## src/rtl/mult_exec_unit.sv

```systemverilog
// Pipelined RV32M multiply unit: STAGES-deep partial-product accumulator that holds its result for the CDB.
// issue_entry = {valid, ready, rd_tag, rs1_value, rs2_value}; cdb_out = {valid, rob_tag, value}.
module mult_exec_unit #(
  parameter int STAGES      = 4,
  parameter int XLEN        = 32,
  parameter int ROB_TAG_LEN = 6
) (
  input  logic                          clk,
  input  logic                          reset,
  input  logic [2*XLEN+ROB_TAG_LEN+1:0] issue_entry,
  input  logic [1:0]                    mul_op,
  input  logic                          squash,
  input  logic                          cdb_grant,
  output logic                          exec_stall,
  output logic                          cdb_req,
  output logic [XLEN+ROB_TAG_LEN:0]     cdb_out,
  output logic                          busy
);

  localparam int OW   = XLEN + 1;                  // extended operand width
  localparam int PW   = 2 * OW;                    // full signed product width
  localparam int CW   = (OW + STAGES - 1) / STAGES; // multiplier chunk per stage
  localparam int BW   = CW * STAGES;
  localparam int LAST = STAGES - 1;

  // Chunk idx of the sign-extended multiplier times the multiplicand, mod 2^PW.
  // Only the top chunk carries the multiplier's sign.
  function automatic logic [PW-1:0] partial(input logic [OW-1:0] a, input logic [BW-1:0] b,
                                            input int idx);
    logic [CW-1:0] chunk;
    logic [PW-1:0] a_w;
    logic [PW-1:0] c_w;
    chunk = b[idx*CW +: CW];
    a_w   = PW'($signed(a));
    if (idx == STAGES - 1) c_w = PW'($signed(chunk));
    else                   c_w = PW'(chunk);
    return (a_w * c_w) << (idx * CW);
  endfunction

  logic                   in_vld;
  logic                   in_rdy;
  logic [ROB_TAG_LEN-1:0] in_tag;
  logic [XLEN-1:0]        rs1;
  logic [XLEN-1:0]        rs2;
  logic                   rs1_sgn;
  logic                   rs2_sgn;
  logic signed [OW-1:0]   a_ext;
  logic signed [OW-1:0]   b_ext;
  logic [BW-1:0]          b_wide;

  assign in_vld  = issue_entry[2*XLEN+ROB_TAG_LEN+1];
  assign in_rdy  = issue_entry[2*XLEN+ROB_TAG_LEN];
  assign in_tag  = issue_entry[2*XLEN +: ROB_TAG_LEN];
  assign rs1     = issue_entry[XLEN +: XLEN];
  assign rs2     = issue_entry[0 +: XLEN];
  assign rs1_sgn = (mul_op != 2'd3);
  assign rs2_sgn = (mul_op == 2'd0) || (mul_op == 2'd1);
  assign a_ext   = {rs1_sgn & rs1[XLEN-1], rs1};
  assign b_ext   = {rs2_sgn & rs2[XLEN-1], rs2};
  assign b_wide  = BW'(b_ext);

  logic [STAGES-1:0]      vld;
  logic [ROB_TAG_LEN-1:0] tag [STAGES];
  logic [1:0]             op  [STAGES];
  logic [OW-1:0]          opa [STAGES];
  logic [BW-1:0]          opb [STAGES];
  logic [PW-1:0]          acc [STAGES];

  logic fin_vld;
  logic advance;
  logic accept;
  logic [XLEN-1:0] result;

  assign fin_vld    = vld[LAST];
  assign advance    = ~(fin_vld & ~cdb_grant);
  assign exec_stall = fin_vld & ~cdb_grant;
  assign accept     = in_vld & in_rdy & ~exec_stall & ~squash;

  // Global freeze: either every stage moves or none does.
  always_ff @(posedge clk or negedge reset) begin
    if (!reset) begin
      vld <= '0;
      for (int s = 0; s < STAGES; s++) begin
        tag[s] <= '0;
        op[s]  <= '0;
        opa[s] <= '0;
        opb[s] <= '0;
        acc[s] <= '0;
      end
    end else begin
      if (squash) begin
        vld <= '0;
      end else if (advance) begin
        vld[0] <= accept;
        for (int s = 1; s < STAGES; s++) vld[s] <= vld[s-1];
      end
      if (advance) begin
        if (accept) begin
          tag[0] <= in_tag;
          op[0]  <= mul_op;
          opa[0] <= a_ext;
          opb[0] <= b_wide;
          acc[0] <= partial(a_ext, b_wide, 0);
        end
        for (int s = 1; s < STAGES; s++) begin
          tag[s] <= tag[s-1];
          op[s]  <= op[s-1];
          opa[s] <= opa[s-1];
          opb[s] <= opb[s-1];
          acc[s] <= acc[s-1] + partial(opa[s-1], opb[s-1], s);
        end
      end
    end
  end

  assign result  = (op[LAST] == 2'd0) ? acc[LAST][XLEN-1:0] : acc[LAST][2*XLEN-1:XLEN];
  assign cdb_req = fin_vld;
  assign cdb_out = fin_vld ? {cdb_grant, tag[LAST], result} : '0;
  assign busy    = |vld;

endmodule

```

## config.mk

```make
export PLATFORM = sky130hd
export DESIGN_NAME = mult_exec_unit
export DESIGN_NICKNAME = d
export VERILOG_FILES = /design/src/rtl/mult_exec_unit.sv
export SDC_FILE = /design/constraint.sdc
export NUM_CORES = 2
export LEC_CHECK = 0
export CAP_MARGIN = 10
export CORE_ASPECT_RATIO = 1.1
export CORE_MARGIN = 2
export CORE_UTILIZATION = 61
export DETAILED_ROUTE_END_ITERATION = 12
export PLACE_DENSITY = 0.84
export SKIP_CTS_REPAIR_TIMING = 1
export SYNTH_ARGS = -nofsm -noshare
export SYNTH_HDL_FRONTEND = slang
export SYNTH_SLANG_ARGS = --single-unit
```

## constraint.sdc

```tcl
create_clock -name clk -period 10.6 [get_ports clk]
set_input_delay 2.12 -clock clk [delete_from_list [all_inputs] [get_ports clk]]
set_output_delay 2.12 -clock clk [all_outputs]
set_load 0.01 [all_outputs]
```

==> impl_metrics.tcl <==
set metrics [dict create \
    status "finished, final reports clean" \
    fillers 9219 \
    synth.area.top_cells "fa_1 26%, ha_1 20%, dfrtp_1 15%, nand2_1 8.0%, inv_1 6.8%" \
    syn_area_sq_um 71300 \
    synth_top_area_cell "fa_1" \
    fin_crit_sh_pct 95.1 \
    grt_overflow 0 \
    skew_ps 20.7 \
    rr_worst_depth 37 \
    yosysWarnings 0 \
    drive_above_1_share_pct 2.83 \
    synth_flop_cell "dfrtp_1" \
    dr_total_vias 55148 \
    synthArstFlopShare_pct 100 \
    seq_area_frac_synth_pct 15.3 \
    final_max_slew_viol_count 0 \
    fin_util_pct 65.3 \
    ys_ff_latch 436 \
    first_global_vias 58363 \
    cts_tree "built" \
    ios 120 \
    grt_max_degree 171 \
    htreeDepth 2 \
    coreArea_sq_um 116000 \
    maxCapViolations 0 \
    required_ps 11110 \
    crit_path_start_kind "flop" \
    syn2layout_area_growth_pct 6.23 \
    antenna_found_initial 5 \
    gp_congestion 0.962 \
    relSlewSlack_pct 23.4 \
    cts.clk_slew.worst_paths_ps 60 \
    wire_per_inst_um 19.3 \
    globalRouteTotalUtil_pct 31.6 \
    clock-sinks 436 \
    min_delay_path_depth 2 \
    initial_core_util_pct 61.5 \
    fmax_ghz 0.0992 \
    crit_slowest_cell "fa_1" \
    holdWs_ps 462 \
    r2r-end "acc[63]" \
    die_area_sq_um 120000 \
    synth_edf_count 0 \
    critPathKind "reg -> reg" \
    port_buffers 119 \
    syn_area_per_cell_sq_um 8.78 \
    hold_end "tag[5]" \
    ys_types 82 \
    diodes 0 \
    nets 10210 \
    hold_path.class "reg -> reg" \
    timing.rr.start "opb[68]" \
    setup_slack_ps 517 \
    drt-total-wl_um 186000 \
    endpoint_kind "flop" \
    ctsRootBufferMaster "clkbuf_16" \
    clockBufferDepth 3 \
    hold_start "tag[5]" \
    min_period_ps 10080 \
    viasPerCell 5.73 \
    syn_inst 8114 \
    synth.top_cell.area_share_pct 26.0 \
    cts_buffers 51 \
    dieWidth_um 330 \
    worst_pin_slew_ps 1150 \
    cp.arrival_ps 10600 \
    firstDrtPassIters 6 \
    synthTopCellsByCount "1524 x nand2_1, 1296 x inv_1, 1144 x ha_1" \
    synth_most_common_cell "nand2_1" \
    die_height_um 363 \
    multi_input_area_sq_um 54300 \
    syn-num-nets 10260 \
    dpl.hpwl_um 151000 \
    setup_viol_count_final 0 \
    path_max_fanout 30 \
    core.rowCount 131 \
    max_stage_delay_ps 700 \
    insertion_delay_ps 670 \
    pre_cts_slack_ps 624 \
    drc 0 \
    antenna_left 0 \
    cp_common_cell "a21o_1" \
    regToRegSetupSlack_ps 520 \
    drt_iter0_markers 3661 \
    grt_pass1_wl_um 300000 \
    final.setup.tns_ps 0 \
    hold_viol 0 \
    seqCellArea_sq_um 10900 \
]
-- sequential cells by signal, summed over array words and instances (netlist names) --
| register | flops |
|---|---|
| acc | 256 |
| opa | 99 |
| opb | 45 |
| tag | 24 |
| op | 8 |
| vld | 4 |
-- per-stage QoR --
stage                     cell area (sq um)  instances
after floorplan                       71300       8114
after global placement                73900       9535
after detailed placement              73900       9535
after CTS                             75700       9624
after global routing                  75700       9629
final                                 75700       9629
-- worst max path at each step --
stage / from / to / slack (ps) / depth (start not counted)
after global routing: opb[68] / acc[63] / -3 / 37
after global placement: issue_entry[4] / acc[257] / 730 / 25
after floorplan: opb[68] / acc[63] / 1190 / 37
after detailed placement: opb[68] / acc[63] / 620 / 37
after CTS: opb[68] / acc[63] / 570 / 37
final: opb[68] / acc[63] / 520 / 37
-- cell type report --
type | count | area share [%]
Clock inverter | 23 | 0.416
Sequential cell | 436 | 14.4
Clock buffer | 66 | 1.87
Timing Repair Buffer | 227 | 2.67
Tap cell | 1529 | 2.53
Multi-Input combinational cell | 6052 | 71.7
Inverter | 1296 | 6.44
-- critical path, delay by kind of cell (launching register included) --
family                     cells  cell delay, ps
AOI/OAI and AO/OA             16            2800
xor gates and xnor gates       2             310
DFF                            1             390
buffers and inverters          6             960
adders and majority gates     10            4790
and+or+nand+nor                3             650
-- routing by layer --
| metal | up-vias | track usage [%] | part of all wire [%] |
|---|---|---|---|
| met5 | - | 0 | 0.0097 |
| met4 | 2 | 19.3 | 7.2 |
| met3 | 530 | 4.14 | 6.1 |
| met2 | 1895 | 53.4 | 48 |
| met1 | 27198 | 38.4 | 39 |
| li1 | 25523 | - | - |
-- logic make-up (layout without fill, tap and decap cells) --
group           count (synthesis)  in the layout  share of synthesized area (%)
flops                         436            436                           15.3
fa+ha+maj                    2068           2068                           46.0
buf+inv                      1626           1612                           8.59
simple gates                 2609           2609                           16.7
mux                             1              1                         0.0140
xor+xnor                      302            302                           3.71
compound gates               1072           1072                           9.62
-- layout by cell type (no fill, tap or decap), drive strengths merged, types with 8 or more instances in the layout --
master / synthesis / final
a211oi: 31 / 31
nand3: 47 / 47
a21o: 195 / 195
nand2: 1524 / 1524
clkdlybuf4s50: 0 / 118
xnor2: 189 / 189
a211o: 12 / 12
o21ai: 241 / 241
o21bai: 53 / 53
ha: 1144 / 1144
xor2: 113 / 113
dfrtp: 436 / 436
inv: 1296 / 1298
clkbuf: 320 / 66
clkinv: 0 / 11
a41oi: 10 / 10
and3: 32 / 32
o31ai: 20 / 20
nor2b: 25 / 25
a21oi: 314 / 314
fa: 924 / 924
or2: 11 / 11
o211ai: 14 / 14
a31o: 8 / 8
and2: 593 / 593
or3: 8 / 8
a21boi: 37 / 37
nand2b: 59 / 59
nand4: 33 / 33
nor3: 30 / 30
o21a: 36 / 36
nor2: 220 / 220
a31oi: 26 / 26
buf: 9 / 109
Power is left out: the tool's default activity adds up to more than one toggle a clock period on the data nets, which glitch-free logic cannot reach.
